==> src/rtl/dmem_arb.sv <==
// Two-port (core + debug) arbiter in front of a single-ported data RAM.
// One request in flight; sub-word stores are done as read-modify-write.
module dmem_arb #(
  parameter int DATA_W      = 32,
  parameter int MEM_DEPTH   = 4096,
  parameter int MEM_DEPTH_W = $clog2(MEM_DEPTH),
  localparam int BA_W       = MEM_DEPTH_W + 2
) (
  input  logic                   clk,
  input  logic                   rst,
  input  logic                   i_c_valid,
  output logic                   o_c_ready,
  input  logic                   i_c_we,
  input  logic [1:0]             i_c_size,
  input  logic                   i_c_uns,
  input  logic [BA_W-1:0]        i_c_addr,
  input  logic [DATA_W-1:0]      i_c_wdata,
  output logic                   o_c_rvalid,
  output logic                   o_c_err,
  input  logic                   i_d_valid,
  output logic                   o_d_ready,
  input  logic                   i_d_we,
  input  logic [MEM_DEPTH_W-1:0] i_d_addr,
  input  logic [DATA_W-1:0]      i_d_wdata,
  output logic                   o_d_rvalid,
  output logic [DATA_W-1:0]      o_rdata,
  output logic                   o_ram_wena,
  output logic [MEM_DEPTH_W-1:0] o_ram_waddr,
  output logic [DATA_W-1:0]      o_ram_wdata,
  output logic [MEM_DEPTH_W-1:0] o_ram_raddr,
  input  logic [DATA_W-1:0]      i_ram_rdata
);

  localparam logic [2:0] S_IDLE   = 3'd0;
  localparam logic [2:0] S_RD     = 3'd1;
  localparam logic [2:0] S_RESP   = 3'd2;
  localparam logic [2:0] S_WR     = 3'd3;
  localparam logic [2:0] S_RMW_RD = 3'd4;
  localparam logic [2:0] S_RMW_WR = 3'd5;
  localparam logic [2:0] S_ERR    = 3'd6;

  localparam logic [1:0] SZ_B = 2'b00;
  localparam logic [1:0] SZ_H = 2'b01;
  localparam logic [1:0] SZ_W = 2'b10;

  localparam logic [DATA_W-1:0] BYTE_M = {{(DATA_W-8){1'b0}}, 8'hff};
  localparam logic [DATA_W-1:0] HALF_M = {{(DATA_W-16){1'b0}}, 16'hffff};

  typedef struct packed {
    logic                   dbg;
    logic                   we;
    logic [1:0]             size;
    logic                   uns;
    logic [1:0]             boff;
    logic [MEM_DEPTH_W-1:0] waddr;
    logic [DATA_W-1:0]      wdata;
  } req_t;

  logic [2:0] state, state_nxt;
  logic       rr;   // 0: core has priority on contention, 1: debug
  req_t       req_q, req_in;
  logic       c_gnt, d_gnt, c_illegal;

  always_comb begin
    c_gnt = 1'b0;
    d_gnt = 1'b0;
    if (!rst && state == S_IDLE) begin
      if (i_c_valid && i_d_valid) begin
        c_gnt = !rr;
        d_gnt = rr;
      end else begin
        c_gnt = i_c_valid;
        d_gnt = i_d_valid;
      end
    end
  end

  assign o_c_ready = c_gnt;
  assign o_d_ready = d_gnt;

  assign c_illegal = (i_c_size == 2'b11) ||
                     (i_c_size == SZ_H && i_c_addr[0]) ||
                     (i_c_size == SZ_W && (|i_c_addr[1:0]));

  always_comb begin
    if (d_gnt) begin
      req_in.dbg   = 1'b1;
      req_in.we    = i_d_we;
      req_in.size  = SZ_W;
      req_in.uns   = 1'b0;
      req_in.boff  = 2'b00;
      req_in.waddr = i_d_addr;
      req_in.wdata = i_d_wdata;
    end else begin
      req_in.dbg   = 1'b0;
      req_in.we    = i_c_we;
      req_in.size  = i_c_size;
      req_in.uns   = i_c_uns;
      req_in.boff  = i_c_addr[1:0];
      req_in.waddr = i_c_addr[BA_W-1:2];
      req_in.wdata = i_c_wdata;
    end
  end

  always_comb begin
    state_nxt = S_IDLE;
    case (state)
      S_IDLE: begin
        if (c_gnt && c_illegal)  state_nxt = S_ERR;
        else if (c_gnt || d_gnt) begin
          if (!req_in.we)                state_nxt = S_RD;
          else if (req_in.size == SZ_W)  state_nxt = S_WR;
          else                           state_nxt = S_RMW_RD;
        end
      end
      S_RD:     state_nxt = S_RESP;
      S_RMW_RD: state_nxt = S_RMW_WR;
      default:  state_nxt = S_IDLE;
    endcase
  end

  always_ff @(posedge clk) begin
    if (rst) begin
      state <= S_IDLE;
      rr    <= 1'b0;
      req_q <= '0;
    end else begin
      state <= state_nxt;
      if (c_gnt || d_gnt) begin
        req_q <= req_in;
        rr    <= c_gnt;
      end
    end
  end

  // Lane extraction and merge both work off the registered RAM output.
  logic [4:0]        sh;
  logic [DATA_W-1:0] shifted, load_data, lane_mask, merged;

  assign sh      = {req_q.boff, 3'b000};
  assign shifted = i_ram_rdata >> sh;

  always_comb begin
    case (req_q.size)
      SZ_B:    load_data = req_q.uns ? {{(DATA_W-8){1'b0}}, shifted[7:0]}
                                     : {{(DATA_W-8){shifted[7]}}, shifted[7:0]};
      SZ_H:    load_data = req_q.uns ? {{(DATA_W-16){1'b0}}, shifted[15:0]}
                                     : {{(DATA_W-16){shifted[15]}}, shifted[15:0]};
      default: load_data = i_ram_rdata;
    endcase
  end

  assign lane_mask = ((req_q.size == SZ_B) ? BYTE_M : HALF_M) << sh;
  assign merged    = (i_ram_rdata & ~lane_mask) | ((req_q.wdata << sh) & lane_mask);

  always_comb begin
    o_c_rvalid  = 1'b0;
    o_d_rvalid  = 1'b0;
    o_c_err     = 1'b0;
    o_rdata     = '0;
    o_ram_wena  = 1'b0;
    o_ram_waddr = '0;
    o_ram_wdata = '0;
    o_ram_raddr = '0;
    if (!rst) begin
      case (state)
        S_RD, S_RMW_RD: o_ram_raddr = req_q.waddr;
        S_RESP: begin
          o_c_rvalid = !req_q.dbg;
          o_d_rvalid = req_q.dbg;
          o_rdata    = load_data;
        end
        S_WR, S_RMW_WR: begin
          o_ram_wena  = 1'b1;
          o_ram_waddr = req_q.waddr;
          o_ram_wdata = (state == S_WR) ? req_q.wdata : merged;
          o_c_rvalid  = !req_q.dbg;
          o_d_rvalid  = req_q.dbg;
        end
        S_ERR: begin
          o_c_rvalid = 1'b1;
          o_c_err    = 1'b1;
        end
        default: ;
      endcase
    end
  end

endmodule

==> config.mk <==
export PLATFORM = sky130hd
export DESIGN_NAME = dmem_arb
export DESIGN_NICKNAME = d
export VERILOG_FILES = /design/src/rtl/dmem_arb.sv
export SDC_FILE = /design/constraint.sdc
export NUM_CORES = 1
export LEC_CHECK = 0
export BUFFER_PORTS_ARGS = -buffer_cell sky130_fd_sc_hd__buf_4
export CAP_MARGIN = 25
export CELL_PAD_IN_SITES_DETAIL_PLACEMENT = 1
export CELL_PAD_IN_SITES_GLOBAL_PLACEMENT = 2
export CORE_ASPECT_RATIO = 1.4
export CORE_UTILIZATION = 23
export DETAILED_ROUTE_END_ITERATION = 10
export GPL_ROUTABILITY_DRIVEN = 0
export HOLD_SLACK_MARGIN = 0.12
export PLACE_DENSITY = 0.92
export REMOVE_ABC_BUFFERS = 1
export SYNTH_ARGS = -nofsm -noshare
export SYNTH_HDL_FRONTEND = slang
export SYNTH_SLANG_ARGS = --single-unit
==> constraint.sdc <==
create_clock -name clk -period 2.45 [get_ports clk]
set_input_delay 0.245 -clock clk [delete_from_list [all_inputs] [get_ports clk]]
set_output_delay 0.245 -clock clk [all_outputs]
set_load 0.01 [all_outputs]
# Word-level counts from Yosys, hierarchy flattened
# Cells that the tools add are included.
dict set report op_classes {
  n_addsub 0
  mul 0
  div_mod_pow 0
  eq_ne 11
  n_reduce_logical 17
  shift 3
  n_mux 31
  order_cmp 0
  n_bitwise 4
}
# operator count
set ops {}
lappend ops {{$mux 32} 7}
lappend ops {{$and 32x32->32} 2}
lappend ops {{$pmux 32 s2} 1}
lappend ops {{$mux 51} 1}
lappend ops {{$mux 12} 4}
lappend ops {{$not 32->32} 1}
lappend ops {{$or 32x32->32} 1}
lappend ops {{$shl 16x5->32} 1}
lappend ops {{$shl 32x5->32} 1}
lappend ops {{$shr 32x5->16} 1}
lappend ops {{$mux 16} 1}
lappend ops {{$mux 3} 4}
lappend ops {{$mux 1} 11}
lappend ops {{$eq 3x3->1 const B} 3}
lappend ops {{$pmux 3 s3} 1}
lappend ops {{$eq 2x2->1 const B} 3}
lappend ops {{$eq 3x2->1 const B} 2}
lappend ops {{$reduce_or 2->1} 3}
lappend ops {{$logic_and 1x1->1} 5}
lappend ops {{$eq 2x1->1 const B} 2}
lappend ops {{$eq 3x1->1 const B} 1}
lappend ops {{$logic_not 1->1} 3}
lappend ops {{$logic_not 3->1} 1}
lappend ops {{$logic_or 1x1->1} 3}
lappend ops {{other kinds (3)} 3}
dict set report totals {
  reg_bits 54
  romBits 0
  latch_bits 0
  n_memories 0
  ramBits 0
}

# Longest topological paths before layout
# Gate-level depths: netlist of the first run.
dict set report depth {
  ltp_word 10
  depth_mapped 7
  ltp_nobuf 5
}

# Least setup slack after synthesis of the first run
# OpenSTA, ideal clock, no wires.
dict set report synth_timing {
  path_kind {register -> output}
  from {reg state[1]}
  to {out o_rdata[21]}
  stages_incl_launch_ff 6
  t_arrival_ps 1736
  required_ps 2205
  slack_ps 469
  path_cell_list {dfxtp_1 -> or4b_1 -> buf_2 -> a2111oi_4 -> buf_6 -> a21o_1}
}
dict set report synth_via {
  elab_chain_len 3
}
# item line_no
set synth_rtl {}
lappend synth_rtl {{start: declaration} 59} ;# logic [2:0] state, state_nxt;
lappend synth_rtl {{start signal: assignment} 128} ;# state <= state_nxt;
lappend synth_rtl {{$eq 3x2->1} 166} ;# case (state)
lappend synth_rtl {{$mux 32} 166}
lappend synth_rtl {{$mux 32} 165} ;# if (!rst) begin
lappend synth_rtl {{end: declaration} 26} ;# output logic [DATA_W-1:0] o_rdata,
# Every way passes these cells.

# Worst setup path after layout of the first run
dict set report layout_timing {
  from {reg state[0]}
  to {out o_rdata[23]}
}
# Same word-level chain as after synthesis.

==> impl_metrics.env, run 1 <==
export IMPL_synth_area_mux_share_pct=7.43
export IMPL_synth_top_cell_area_share_pct=25.7
export IMPL_clkSinkCount=54
export IMPL_dpl_worst_slack_ns=0.183
export IMPL_path_cells="or4b_4 > a2111oi_4 > buf_4 > a21o_1 > buf_4"
export IMPL_ys_warn_count=0
export IMPL_drc=0
export IMPL_final_area_mm2=0.00645
export IMPL_core_area_mm2=0.0179
export IMPL_ys_types=50
export IMPL_drt_iter0_drc=214
export IMPL_portBuffers=224
export IMPL_synthAdderAreaFrac_pct=0
export IMPL_slowest_stage="or4b_4"
export IMPL_synth_seq_cells=54
export IMPL_cts_made_buffers=5
export IMPL_finalCriticalPeriod_ns=2.35
export IMPL_timing_final_ws_setup_ns=0.0977
export IMPL_grt_pass1_wl_um=30100
export IMPL_dp_hpwl_um=15600
export IMPL_wl_um=19700
export IMPL_antenna_cells=0
export IMPL_viasPerCell=5.00
export IMPL_wl_per_cell_um=18.6
export IMPL_synth_top_area_cell="dfxtp_1"
export IMPL_synth_xor_area_share_pct=0.416
export IMPL_drtAntennaViolNets=0
export IMPL_io_pins=225
export IMPL_grt_pass1_vias=5389
export IMPL_clk_latency_ns=0.30
export IMPL_cts_tree="done"
export IMPL_synth_compound_area_share_pct=35.4
export IMPL_die_h_um=162
export IMPL_fin_cells=1058
export IMPL_setup_tns_ns=0
export IMPL_rsz0062_at_grt="false"
export IMPL_status="finished, final reports clean"
export IMPL_first_pass_iters=4
export IMPL_end_kind="output pin"
export IMPL_synth_top_family_by_area="compound AO/OA/AOI/OAI gates"
export IMPL_fin_nets=948
export IMPL_cp_max_fo=9
export IMPL_slowest_delay_ns=0.60
export IMPL_cts_htree_levels=2
export IMPL_fin_worst_skew_ns=0.0116
export IMPL_cts_root_buf="clkbuf_16"
export IMPL_p_per_area_mw_per_mm2=477
export IMPL_setup_violations_final=0
export IMPL_yosysSeqAreaShare_pct=25.7
export IMPL_ir_drop_uv=271
export IMPL_start_util_pct=23.5
export IMPL_cap_viol_max_count=0
export IMPL_p_total_mw=3.08
export IMPL_yosys_area_share_simple_pct=23.4
export IMPL_syn_avg_cell_area_um2=6.97
export IMPL_max_freq_mhz=425
export IMPL_syn_to_final_growth_pct=53.2
export IMPL_hold_violations=0
export IMPL_syn_inst=604
export IMPL_crit_type="register to output pin"
export IMPL_final_core_util_pct=36.0
export IMPL_total_leakage_power_nw=3.04
export IMPL_worst_hold_path_type="primary input to register"
export IMPL_cp_data_required_time_ns=2.20
export IMPL_clockBufferDepth=2
export IMPL_antenna_found_initial=0
export IMPL_grt_start_max_net_pins=48
export IMPL_path_common_cell="buf_4"
export IMPL_fp_dieW_um=116
export IMPL_fin_hold_ws_ns=0.197
export IMPL_synth_flop_cell="dfxtp_1"
export IMPL_syn_cell_area_mm2=0.00421
export IMPL_drive_gt1_share_pct=36.3
export IMPL_slew_headroom_pct=59.9
export IMPL_overflow=0
export IMPL_placementRows=58
export IMPL_ys_async_sr_fraction_pct=0
export IMPL_num_vias=5291
export IMPL_slew_viol_final=0
export IMPL_fin_crit_sh_pct=96.0
export IMPL_arrival_ns=2.11
export IMPL_worst_pin_slew_ns=0.597
export IMPL_cts_clk_slew_worst_paths_ns=0.08
export IMPL_synth_edf_count=0
export IMPL_start_kind="register"
export IMPL_numPlacedInstances=1047
export IMPL_place_area_mm2=0.00625
export IMPL_grt_total_usage_pct=20.8
export IMPL_yosys_top_cells_area="dfxtp_1 (26%), a211oi_1 (8.9%), nand2_1 (8.6%), a21oi_1 (7.0%), nor2_1 (6.9%)"
export IMPL_die_area_mm2=0.0189
==> registers in the layout, summed over array words and instances (netlist names) <==
name   flops
rr         1
state      3
req_q     50
==> worst max-delay path: cells and delay by family, from the launching register on <==
kind            cells  cell delay (ns)
compound gates      2             0.48
buf+inv             2             0.35
flops               1             0.38
simple gates        1             0.60
==> layer usage <==
metal	up-vias	part of all wire, %	routed length, µm	GRT usage, %
met5	-	0	0	0
met4	0	3.4	673	8.22
met3	37	4.1	813	2.43
met2	141	51	10100	37.1
met1	2523	41	8090	24.9
li1	2590	-	-	-
==> logic make-up after synthesis <==
| kind of cell | Yosys count |
|---|---|
| AND/OR/NAND/NOR | 221 |
| AO/OA/AOI/OAI | 220 |
| buffers and inverters | 78 |
| flip-flops | 54 |
| multiplexers | 29 |
| XOR/XNOR | 2 |
==> cell type report <==
cell class | count | area (µm²)
clock buffer | 6 | 139
clock inverter | 2 | 12.5
fill | 2271 | 11500
inverter | 23 | 90.1
multi-input combinational | 472 | 2830
sequential | 54 | 1090
tap | 240 | 300
timing repair buffer | 261 | 1990
==> worst paths after layout <==
| path | start | endpoint | slack, ns | depth (start not counted) |
|---|---|---|---|---|
| worst max-delay path | state[0] | o_rdata[23] | 0.1 | 5 |
| worst max register to register | state[2] | req_q[14] | 0.32 | 7 |
| worst min-delay path | i_c_wdata[25] | req_q[25] | 0.20 | 3 |
| worst min register to register | rr | rr | 0.49 | 2 |
==> synthesized netlist by cell type (2+ instances only) <==
master     count
nand2_1       96
nor2_1        77
a21oi_1       59
dfxtp_1       54
a211oi_1      50
clkbuf_1      35
and2_1        24
o21ai_0       23
inv_1         22
mux2i_1       20
a21o_1        16
a22oi_1       16
buf_2         14
a31oi_1        9
a221oi_1       8
mux2_2         8
a22o_1         7
o2111ai_1      7
o211ai_1       7
nor3_1         6
o21a_1         5
a311oi_1       3
buf_1          3
nand2b_1       3
nand3b_1       3
buf_4          2
nor2b_1        2
nor4_1         2
o21ai_1        2
==> cells in the final DEF, fill, tap and decap left out, types with 2 or more instances in the layout <==
master / n
a211oi_1: 50
a21o_1: 16
a21oi_1: 59
a221oi_1: 8
a22o_1: 7
a22oi_1: 16
a311oi_1: 3
a31oi_1: 8
and2_1: 24
buf_12: 2
buf_4: 258
clkbuf_16: 5
clkinvlp_4: 2
dfxtp_1: 50
dfxtp_2: 4
inv_1: 21
mux2_2: 8
mux2i_1: 20
nand2_1: 96
nand2b_1: 3
nand3b_1: 3
nor2_1: 77
nor3_1: 6
nor4_1: 2
o2111ai_1: 7
o211ai_1: 7
o21a_1: 3
o21a_2: 2
o21ai_0: 23
==> where the power goes <==
part	internal [mW]	leakage, nW	switching, mW
clock network	0.406	0.0729	0.343
registers	0.999	0.446	0.137
logic	0.545	2.52	0.651
total	1.95	3.04	1.13
==> repair_timing <==
item / 4_1_cts / 5_1_grt
pin swaps: 0 / 0
hold buffers: 0 / 0
setup endpoints to repair: 29 / 35
resized for setup: 5 / 7
cloned: 0 / 0
buffers inserted: 3 / 0
(Power assumes the default switching activity.)
==> inputs of run 2 (changes only) <==
--- a/config.mk
+++ b/config.mk
@@ -12,10 +12,10 @@
 export CORE_ASPECT_RATIO = 1.4
 export CORE_UTILIZATION = 23
 export DETAILED_ROUTE_END_ITERATION = 10
-export GPL_ROUTABILITY_DRIVEN = 0
 export HOLD_SLACK_MARGIN = 0.12
 export PLACE_DENSITY = 0.92
 export REMOVE_ABC_BUFFERS = 1
+export SETUP_SLACK_MARGIN = 0.4
 export SYNTH_ARGS = -nofsm -noshare
 export SYNTH_HDL_FRONTEND = slang
 export SYNTH_SLANG_ARGS = --single-unit
==> impl_metrics.env, run 2 (same netlist as run 1, synthesis figures left out) <==
export IMPL_syn_to_final_growth_pct=79.9
export IMPL_switching_share_pct=38.0
export IMPL_clockBufferDepth=2
export IMPL_cts_made_buffers=5
export IMPL_num_vias=5772
export IMPL_portBuffers=224
export IMPL_slew_viol_final=0
export IMPL_routabilityCongestion=0.844
export IMPL_final_core_util_pct=42.3
export IMPL_grt_start_max_net_pins=48
export IMPL_max_freq_mhz=444
export IMPL_power_frac_clock_pct=21.6
export IMPL_fin_crit_sh_pct=92.0
export IMPL_status="finished, final reports clean"
export IMPL_largest_register="req_q"
export IMPL_start_kind="register"
export IMPL_power_frac_seq_pct=33.6
export IMPL_cts_htree_levels=2
export IMPL_die_h_um=162
export IMPL_cts_root_buf="clkbuf_16"
export IMPL_overflow=0
export IMPL_cp_max_fo=4
export IMPL_clkSinkCount=54
export IMPL_grt_pass1_wl_um=31400
export IMPL_fp_dieW_um=116
export IMPL_drive_gt1_share_pct=49.9
export IMPL_antenna_found_initial=0
export IMPL_placementRows=58
export IMPL_p_total_mw=3.43
export IMPL_wl_per_cell_um=21.0
export IMPL_fin_cells=1104
export IMPL_die_area_mm2=0.0189
export IMPL_grt_total_usage_pct=21.8
export IMPL_p_switching_mw=1.30
export IMPL_final_cell_mix="buf_4 (258), nand2_1 (82), nor2_1 (70)"
export IMPL_combPwrFrac_pct=44.8
export IMPL_setup_violations_final=0
export IMPL_cap_viol_max_count=0
export IMPL_rsz0062_at_grt="true"
export IMPL_grt_pass1_vias=5579
export IMPL_cts_tree="done"
export IMPL_dp_hpwl_um=15600
export IMPL_end_kind="output pin"
export IMPL_fin_worst_skew_ns=0.00943
export IMPL_slew_headroom_pct=65.8
export IMPL_cts_clk_slew_worst_paths_ns=0.08
export IMPL_reg_top3="req_q: 50 flops, state: 3 flops, rr: 1 flops"
export IMPL_layout_commonest_cell="buf_4"
export IMPL_io_pins=225
export IMPL_total_leakage_power_nw=3.43
export IMPL_wl_um=23200
export IMPL_fin_nets=994
export IMPL_timing_final_ws_setup_ns=0.196
export IMPL_crit_type="register to output pin"
export IMPL_largest_reg_flops=50
export IMPL_numPlacedInstances=1047
export IMPL_antenna_cells=0
export IMPL_core_area_mm2=0.0179
export IMPL_dpl_worst_slack_ns=0.183
export IMPL_worst_pin_slew_ns=0.513
export IMPL_clk_latency_ns=0.29
export IMPL_drc=0
export IMPL_drt_iter0_drc=241
export IMPL_arrival_ns=2.01
export IMPL_cts_hold_buf=0
export IMPL_ir_drop_uv=273
export IMPL_intPower_mw=2.13
export IMPL_setup_tns_ns=0
export IMPL_finalCriticalPeriod_ns=2.25
export IMPL_hold_violations=0
export IMPL_worst_hold_path_type="primary input to register"
export IMPL_cp_data_required_time_ns=2.20
export IMPL_viasPerCell=5.23
export IMPL_drtAntennaViolNets=0
export IMPL_first_pass_iters=4
export IMPL_start_util_pct=23.5
export IMPL_p_per_area_mw_per_mm2=453
run 2: cell count changes in the layout (fill, tap and decap cells not counted), moves of 9 or more:
cell     previous run  this run
buf_6               0        33
o21ai_0            23         8
nand2_1            96        82
and2_1             24        13
and2_4              0        11
nand2_2             0        11
a22oi_1            16         7
a22oi_2             0         9
run 2: repair_timing:
action,4_1_cts,5_1_grt
buffers inserted,18,23
gates resized for setup,47,140
pin swaps,7,46
endpoints found under the setup margin,108,83
cloned,3,5
run 2: power by group through the flow:
stage / Clock (mW) / Combinational [mW] / Sequential (mW)
after floorplan: 0 / 0.617 / 1.11
after global placement: 0 / 1.17 / 1.15
after detailed placement: 0 / 1.19 / 1.15
after CTS: 0.776 / 1.28 / 1.13
after global routing: 0.808 / 1.66 / 1.17
final: 0.741 / 1.54 / 1.15
run 2: path summary, 6_finish.rpt:
kind / startpoint / slack (ns) / endpoint / depth (start not counted)
max: req_q[45] / 0.20 / o_rdata[13] / 6
min: i_c_addr[9] / 0.20 / req_q[39] / 3
max reg2reg: state[2] / 0.55 / req_q[24] / 8
min reg2reg: rr / 0.49 / rr / 2
run 2: worst max-delay path, cell delays in order (launching register included):
cell and delay, ns:
dfxtp_4 0.38, buf_4 0.17, buf_4 0.16, o21ai_0 0.37
o211ai_1 0.19, a221oi_2 0.28, buf_4 0.16
run 2: per-layer routing:
metal	global-route usage, %	vias up	part of all wire [%]
met2	39.5	193	53
met3	2.54	55	4.4
met4	8.28	0	4.0
met5	0	-	0
li1	-	2678	-
met1	25.6	2846	38
run 2: through the flow:
stage	hold WS, ns	instance area [µm²]
after floorplan	0.314	3970
after global placement	0.463	6250
after detailed placement	0.476	6250
after CTS	0.189	6740
after global routing	0.195	7570
final	0.199	7570
run 2: layout make-up:
type,count,area [µm²]
repair inverters,1,7.51
clock inverters,2,12.5
inverters,23,93.8
fillers,2203,10300
flip-flops and latches,54,1100
multi-input cells,472,3320
clock buffers,6,139
well taps,240,300
repair buffers,306,2600
==> inputs of run 3 (changes only) <==
==> config.mk (replaced) <==
export PLATFORM = sky130hd
export DESIGN_NAME = dmem_arb
export DESIGN_NICKNAME = d
export VERILOG_FILES = /design/src/rtl/dmem_arb.sv
export SDC_FILE = /design/constraint.sdc
export NUM_CORES = 1
export LEC_CHECK = 0
export BUFFER_PORTS_ARGS = -buffer_cell sky130_fd_sc_hd__buf_4
export CAP_MARGIN = 25
export CELL_PAD_IN_SITES_DETAIL_PLACEMENT = 0
export CELL_PAD_IN_SITES_GLOBAL_PLACEMENT = 1
export CORE_ASPECT_RATIO = 1.4
export CORE_UTILIZATION = 24
export DETAILED_ROUTE_END_ITERATION = 10
export HOLD_SLACK_MARGIN = 0.12
export PLACE_DENSITY = 0.77
export REMOVE_ABC_BUFFERS = 1
export SYNTH_ARGS = -nofsm -noshare
export SYNTH_HDL_FRONTEND = slang
export SYNTH_SLANG_ARGS = --single-unit
==> impl_metrics.env, run 3 (same netlist as run 1, synthesis figures left out) <==
export IMPL_grt_pass1_vias=4901
export IMPL_cts_root_buf="clkbuf_16"
export IMPL_cap_viol_max_count=0
export IMPL_final_cell_mix="buf_4 (258), nand2_1 (96), nor2_1 (76)"
export IMPL_r2r_start="state[1]"
export IMPL_num_vias=5210
export IMPL_max_freq_mhz=424
export IMPL_r2r_cells=7
export IMPL_io_pins=225
export IMPL_arrival_ns=2.11
export IMPL_worst_pin_slew_ns=0.596
export IMPL_path_cells="or4b_4 > a2111oi_4 > buf_6 > a21o_1 > buf_4"
export IMPL_hold_path_end="req_q[15]"
export IMPL_cts_hold_buf=0
export IMPL_dp_hpwl_um=14800
export IMPL_clkSinkCount=54
export IMPL_drtAntennaViolNets=0
export IMPL_slew_viol_final=0
export IMPL_hold_violations=0
export IMPL_fin_nets=949
export IMPL_dpl_worst_slack_ns=0.322
export IMPL_place_area_mm2=0.00623
export IMPL_hold_start="i_c_wdata[15]"
export IMPL_cp_data_required_time_ns=2.20
export IMPL_die_area_mm2=0.0181
export IMPL_p_per_area_mw_per_mm2=471
export IMPL_fp_dieW_um=114
export IMPL_placementRows=56
export IMPL_overflow=0
export IMPL_cp_startpoint="state[0]"
export IMPL_cts_tree="done"
export IMPL_first_pass_iters=4
export IMPL_die_h_um=159
export IMPL_slew_headroom_pct=60.1
export IMPL_largest_reg_flops=50
export IMPL_numPlacedInstances=1040
export IMPL_drive_gt1_share_pct=36.3
export IMPL_routabilityCongestion=0.839
export IMPL_cts_made_buffers=5
export IMPL_start_util_pct=24.8
export IMPL_drc=0
export IMPL_viasPerCell=4.96
export IMPL_start_kind="register"
export IMPL_final_core_util_pct=38.0
export IMPL_core_area_mm2=0.0170
export IMPL_antenna_cells=0
export IMPL_fin_crit_sh_pct=96.2
export IMPL_status="finished, final reports clean"
export IMPL_grt_pass1_wl_um=28200
export IMPL_layout_commonest_cell="buf_4"
export IMPL_crit_type="register to output pin"
export IMPL_r2r_end="req_q[22]"
export IMPL_rsz0062_at_grt="false"
export IMPL_clk_latency_ns=0.30
export IMPL_wl_per_cell_um=18.1
export IMPL_setup_violations_final=0
export IMPL_regToRegSetupSlack_ns=0.33
export IMPL_clockBufferDepth=2
export IMPL_total_leakage_power_nw=3.04
export IMPL_slowest_stage="or4b_4"
export IMPL_drt_iter0_drc=282
export IMPL_portBuffers=224
export IMPL_end_kind="output pin"
export IMPL_cts_htree_levels=2
export IMPL_fin_cells=1050
export IMPL_timing_final_ws_setup_ns=0.0935
export IMPL_slowest_delay_ns=0.59
export IMPL_syn_to_final_growth_pct=52.9
export IMPL_worst_hold_path_type="primary input to register"
export IMPL_antenna_found_initial=0
export IMPL_fin_worst_skew_ns=0.00699
export IMPL_ir_drop_uv=270
export IMPL_cp_max_fo=10
export IMPL_min_path_cells=3
export IMPL_cts_clk_slew_worst_paths_ns=0.07
export IMPL_wl_um=19000
export IMPL_fillers=1900
export IMPL_setup_tns_ns=0
export IMPL_largest_register="req_q"
export IMPL_grt_start_max_net_pins=50
export IMPL_reg_top3="req_q: 50 flops, state: 3 flops, rr: 1 flops"
export IMPL_finalCriticalPeriod_ns=2.36
export IMPL_grt_total_usage_pct=20.4
export IMPL_final_area_mm2=0.00644
-- run 3: timing repair --
item / 4_1_cts / 5_1_grt
pin swaps: 0 / 1
gates resized for setup: 1 / 12
gates cloned: 0 / 0
endpoints found under the setup margin: 4 / 42
buffers inserted: 0 / 3
-- run 3: worst max-delay path by stage --
stage	end	slack, ns
final	o_rdata[30]	0.09
after global routing	o_rdata[30]	0.005
after CTS	o_rdata[8]	0.01
after detailed placement	o_ram_wdata[17]	0.32
after global placement	o_ram_raddr[6]	0.36
after floorplan	o_rdata[16]	-0.08
-- run 3: metal layers --
layer / vias up / wire length [µm] / GRT usage (%)
met1: 2431 / 7970 / 25.5
met5: - / 0 / 0
li1: 2601 / - / -
met4: 0 / 597 / 7.97
met2: 153 / 9550 / 35.2
met3: 25 / 917 / 2.60
-- run 3: worst max-delay path, delay by kind of cell, from the launching register on --
| kind | cells | cell delay, ns |
|---|---|---|
| AO/OA/AOI/OAI | 2 | 0.49 |
| AND/OR/NAND/NOR | 1 | 0.59 |
| flip-flops | 1 | 0.38 |
| buffers and inverters | 2 | 0.34 |
-- run 3: report_power, final --
part           switching (mW)  leakage [nW]  total [mW]  internal (mW)
Combinational           0.658          2.53        1.20          0.539
Clock                   0.349        0.0619       0.724          0.374
Sequential              0.116         0.445        1.11          0.998
-- run 3: final cells by class --
type / instances / area (µm²) / area share (%)
clock buffer: 5 / 125 / 1.94
clock inverter: 2 / 15.0 / 0.233
inverter: 23 / 90.1 / 1.40
multi-input combinational: 472 / 2850 / 44.2
sequential: 54 / 1080 / 16.8
tap: 232 / 290 / 4.51
timing repair buffer: 262 / 1990 / 30.9
-- run 3: stage by stage --
stage	total power, mW	hold WS, ns
after global routing	3.22	0.200
after global placement	2.32	0.468
after floorplan	1.73	0.314
final	3.03	0.187
after detailed placement	2.32	0.471
after CTS	3.05	0.187
